## src/rtl/ota_stim_meas.sv

```systemverilog
// ota_stim_meas: differential PWM stimulus for the OTA plus per-frame high-time readback of its output
module ota_stim_meas #(
    parameter int PRESC_W = 4
) (
    input  logic               clk,
    input  logic               rst_n,
    input  logic               ena,
    input  logic [7:0]         cfg_data,
    input  logic [1:0]         cfg_sel,
    input  logic               cfg_we,
    input  logic               ota_out,
    output logic               vip_o,
    output logic               vin_o,
    output logic               frame_o,
    output logic [7:0]         meas_o,
    output logic               meas_valid_o
);
    logic [7:0]         duty_p_sh, duty_n_sh, duty_p_act, duty_n_act;
    logic [7:0]         phase, acc, acc_sat;
    logic [8:0]         acc_sum;
    logic [PRESC_W-1:0] presc, pcnt;
    logic [1:0]         sync;
    logic               run, inv_n, tick, frame_end, ota_s;
    logic               wr_p, wr_n, wr_presc, wr_ctrl;

    assign wr_p      = cfg_we && cfg_sel == 2'd0;
    assign wr_n      = cfg_we && cfg_sel == 2'd1;
    assign wr_presc  = cfg_we && cfg_sel == 2'd2;
    assign wr_ctrl   = cfg_we && cfg_sel == 2'd3;
    assign tick      = run && pcnt == presc;
    assign frame_end = tick && phase == 8'hff;
    assign ota_s     = sync[1];
    assign acc_sum   = {1'b0, acc} + {8'd0, ota_s};
    assign acc_sat   = acc_sum[8] ? 8'hff : acc_sum[7:0];

    // Configuration registers; duty values go through shadows so a frame never sees a duty change mid-way
    always_ff @(posedge clk) begin
        if (!rst_n) begin
            duty_p_sh  <= '0;
            duty_n_sh  <= '0;
            duty_p_act <= '0;
            duty_n_act <= '0;
            presc      <= '0;
            run        <= 1'b0;
            inv_n      <= 1'b0;
        end else if (ena) begin
            if (wr_p) duty_p_sh <= cfg_data;
            if (wr_n) duty_n_sh <= cfg_data;
            if (wr_presc) presc <= cfg_data[PRESC_W-1:0];
            if (wr_ctrl) begin
                run   <= cfg_data[0];
                inv_n <= cfg_data[1];
            end
            if (frame_end) duty_p_act <= wr_p ? cfg_data : duty_p_sh;
            else if (!run) duty_p_act <= duty_p_sh;
            if (frame_end) duty_n_act <= wr_n ? cfg_data : duty_n_sh;
            else if (!run) duty_n_act <= duty_n_sh;
        end
    end

    // Prescaler, phase, PWM outputs, synchronizer and measurement accumulator
    always_ff @(posedge clk) begin
        if (!rst_n) begin
            pcnt         <= '0;
            phase        <= '0;
            acc          <= '0;
            sync         <= '0;
            vip_o        <= 1'b0;
            vin_o        <= 1'b0;
            frame_o      <= 1'b0;
            meas_o       <= '0;
            meas_valid_o <= 1'b0;
        end else begin
            frame_o <= ena && frame_end;
            if (ena) begin
                sync <= {sync[0], ota_out};
                if (!run) begin
                    pcnt         <= '0;
                    phase        <= '0;
                    acc          <= '0;
                    vip_o        <= 1'b0;
                    vin_o        <= 1'b0;
                    meas_valid_o <= 1'b0;
                end else begin
                    vip_o <= phase < duty_p_act;
                    vin_o <= (phase < duty_n_act) ^ inv_n;
                    if (tick) begin
                        pcnt  <= '0;
                        phase <= phase + 8'd1;
                        acc   <= frame_end ? 8'd0 : acc_sat;
                    end else begin
                        pcnt <= pcnt + 1'b1;
                    end
                    if (frame_end) begin
                        meas_o       <= acc_sat;
                        meas_valid_o <= 1'b1;
                    end
                end
            end
        end
    end
endmodule
```

## config.mk

```make
export PLATFORM = sky130hd
export DESIGN_NAME = ota_stim_meas
export DESIGN_NICKNAME = d
export VERILOG_FILES = /design/src/rtl/ota_stim_meas.sv
export SDC_FILE = /design/constraint.sdc
export NUM_CORES = 1
export LEC_CHECK = 0
export BUFFER_PORTS_ARGS = -buffer_cell sky130_fd_sc_hd__buf_2
export CORE_MARGIN = 2
export CORE_UTILIZATION = 64
export CTS_BUF_LIST = sky130_fd_sc_hd__clkbuf_4 sky130_fd_sc_hd__clkbuf_8 sky130_fd_sc_hd__clkbuf_16
export DETAILED_ROUTE_END_ITERATION = 8
export GPL_ROUTABILITY_DRIVEN = 0
export PLACE_DENSITY_LB_ADDON = 0.12
export SYNTH_ARGS = -nofsm -noshare
export SYNTH_HDL_FRONTEND = slang
export SYNTH_SLANG_ARGS = --single-unit
```

## constraint.sdc

```tcl
create_clock -name clk -period 5.05 [get_ports clk]
set_clock_uncertainty 0.2 [all_clocks]
set_input_delay 0.505 -clock clk [delete_from_list [all_inputs] [get_ports clk]]
set_output_delay 0.505 -clock clk [all_outputs]
set_load 0.05 [all_outputs]
```

==> results.rst <==
.. list-table::
   :header-rows: 1

   * - Metric
     - Value
   * - Pre-CTS setup slack
     - 2.40 ns
   * - Commonest non-fill, non-tap cell in the layout
     - dfxtp_1
   * - Final wirelength
     - 7.78 mm
   * - Clk pin slew, worst setup/hold paths
     - 0.07 ns
   * - Remaining max-slew budget at the tightest pin
     - 40.1%
   * - Share of the yosys chip area belonging to registers
     - 39.8%
   * - Mapped Nets
     - 445
   * - Initial Util
     - 66.1%
   * - HPWL reported at the end of detailed placement
     - 5.45 mm
   * - Sw Pwr
     - 0.275 mW
   * - Via density per instance
     - 5.79
   * - Clock share of power
     - 41.4%
   * - Synth-to-Final Area Change
     - 10.2%
   * - Congestion Overflow GR
     - 0
   * - Fin crit period
     - 2.53 ns
   * - Share of layout cells above drive strength 1
     - 15.0%
   * - TritonRoute pass-1 iters
     - 5
   * - Post-Syn Area
     - 0.00362 mm²
   * - Largest area contributor in the synthesized netlist
     - dfxtp_1
   * - Synth unique cells
     - 50
   * - Cell area after placement
     - 0.00378 mm²
   * - Final instance area
     - 0.00399 mm²
   * - Worst Path Class, Setup
     - flop to flop
   * - Max VDD drop
     - 209 µV
   * - Count of port buffers added during placement
     - 26
   * - Leading register cell type out of synthesis
     - dfxtp_1
   * - CP cell instances
     - ha_1, and2_1, nand4_1, or4_1, mux2i_1, a21oi_1
   * - Total leakage power
     - 1.65 nW
   * - Status
     - completed
   * - Global router's overall resource usage
     - 27.5%
   * - Pwr Density
     - 284 mW/mm²
   * - Maximum number of pins on one net before global-route repair
     - 42
   * - Net total in the final layout
     - 467
   * - Antenna violations before repair
     - 0
   * - FF-to-FF path depth
     - 6
   * - Count of final max-slew check failures
     - 0
   * - CP max stage delay
     - 0.72 ns
   * - PnR worst setup slack
     - 2.52 ns
   * - Arrival time at the worst endpoint
     - 2.55 ns
   * - Final count of negative-setup-slack endpoints
     - 0
   * - Number of buffers created by CTS
     - 9
   * - Number of flip-flops and latches in the synthesized netlist
     - 72
   * - Critical path startpoint category
     - flop
   * - Maximum clock rate
     - 0.396 GHz
   * - TritonCTS clock tree
     - built
   * - Hold Crit Depth
     - 3
   * - Insertion delay to the later sink of the worst-skew pair
     - 0.34 ns
   * - Final core occ
     - 72.9%
   * - Cell at the slowest stage of the critical path
     - or4_1
   * - Sinks on Clock Net
     - 72
   * - Combinational cell fraction of total power
     - 7.0%
   * - ANT nets after route
     - 0
   * - Setup repair after global routing missed its margin
     - false
   * - Antenna diode instance count
     - 0
   * - Synth area leaders
     - dfxtp_1 40%, mux2i_1 9.4%, ha_1 6.2%
   * - Wire length of the first global-routing pass
     - 13.3 mm
   * - Count of maximum capacitance violations
     - 0
   * - Post-route setup TNS
     - 0 ns
   * - Leading cell types in the layout, fill and taps excluded
     - 72 x dfxtp_1, 41 x nand2_1, 38 x nor2_1
   * - Number of vias after detailed routing
     - 2961
   * - Number of global-route vias before repair
     - 2840
   * - Number of rows created at floorplan
     - 27
   * - Data required, critical path
     - 5.07 ns
   * - Sequential fraction of design power
     - 51.7%
   * - Endpoint type of the worst setup path
     - flop
   * - Total of hold buffers inserted after clock tree synthesis
     - 0
   * - X dimension of the die
     - 79.2 µm
   * - Root Buffer Master
     - clkbuf_8
   * - Count of boundary I/O pins
     - 27
   * - Crit-path max FO
     - 8
   * - Post-CTS Setup Inserts
     - 0
   * - Warnings, synthesis
     - 0
   * - Final Cycle Share
     - 50.0%
   * - Worst hold path type
     - input pin to flop
   * - Final hold vios
     - 0
   * - Die outline height
     - 79.2 µm
   * - Proportion of synthesized flip-flops having asynchronous set or reset
     - 0%
   * - Slew at the pin closest to its max-slew limit
     - 0.892 ns
   * - Count of flip-flops with a built-in enable after synthesis
     - 0
   * - Post-synthesis cell count
     - 412
   * - Die Footprint
     - 0.00627 mm²
   * - Placeable core area
     - 0.00547 mm²
   * - Final Hold Slack
     - 0.209 ns
   * - Number of remaining DRC errors
     - 0
   * - Fillers
     - 439
   * - Synth top area share
     - 39.8%
   * - Average cell area after synthesis
     - 8.78 µm²
   * - Level count of the clock H-tree
     - 3
   * - Sw Ratio
     - 24.2%
   * - Post-cts resize count
     - 0
   * - Wire length per cell after detailed routing
     - 15.2 µm
   * - Maximum clock path buffer count
     - 2
   * - Detailed Route Iter0 Violations
     - 224
   * - Cell-internal power
     - 0.860 mW
layer usage:
metal	GRT usage, %	up-vias	share of wire (%)
met5	0	-	0
li1	-	1501	-
met4	8.79	0	1.1
met3	5.23	7	5.5
met1	40.1	1385	50
met2	41.1	68	43
metrics by stage:
stage | cells | power, mW
2_1_floorplan | 412 | 0.652
6_report | 511 | 1.13
4_1_cts | 511 | 1.14
5_1_grt | 511 | 1.17
3_3_place_gp | 495 | 0.675
3_5_place_dp | 495 | 0.677
final timing paths:
| check | start | endpoint | slack, ns |
|---|---|---|---|
| setup / recovery | phase[0] | duty_n_act[4] | 2.52 |
| hold / removal | ota_out | sync[0] | 0.21 |
| hold reg to reg | meas_o[0] | meas_o[0] | 0.26 |
| setup reg to reg | phase[0] | duty_n_act[4] | 2.52 |
logic make-up (layout without fill, tap and decap cells):
family,count (synthesis),in the layout,synth area share (%)
AOI/OAI and AO/OA,82,82,14.4
xor gates and xnor gates,15,15,4.05
adders and majority gates,18,18,6.22
buffers and inverters,36,63,4.08
DFF,72,72,39.8
muxes,36,36,10.0
and+or+nand+nor,153,153,21.4
sequential cells by signal, indices dropped and copies added, names as in the netlist, 2 cells and up:
signal	cells
presc	4
duty_n_sh	8
acc	8
duty_p_sh	8
meas_o	8
pcnt	4
duty_p_act	8
sync	2
duty_n_act	8
phase	8
final cells by class:
type / instances / area (µm²) / area share (%)
Tap cell: 72 / 90.1 / 2.26
Clock inverter: 5 / 55.1 / 1.38
Sequential cell: 72 / 1440 / 36.1
Multi-Input combinational cell: 304 / 2030 / 50.9
Inverter: 18 / 67.6 / 1.69
Clock buffer: 11 / 151 / 3.80
Timing Repair Buffer: 29 / 153 / 3.83
worst max-delay path: cells and delay by family, from the launching register on:
kind | cells | cell delay (ns)
muxes | 1 | 0.35
AOI/OAI and AO/OA | 1 | 0.10
and+or+nand+nor | 3 | 1.08
adders and majority gates | 1 | 0.22
DFF | 1 | 0.44
cell usage after synthesis, types with 9 or more instances:
cell type and n:
a21oi_1 33, clkbuf_1 11, dfxtp_1 72, ha_1 18
inv_1 16, mux2i_1 34, nand2_1 41, nand3_1 15
nand4_1 13, nor2_1 38, nor3_1 9, o21ai_0 22
xor2_1 10
power by group through the flow:
stage / sequential, mW / combinational (mW) / clock (mW)
final: 0.586 / 0.0789 / 0.469
after global routing: 0.588 / 0.0892 / 0.495
after CTS: 0.586 / 0.0787 / 0.478
after detailed placement: 0.599 / 0.0778 / 0
after global placement: 0.599 / 0.0759 / 0
after floorplan: 0.598 / 0.0543 / 0
(Power assumes the default switching activity.)
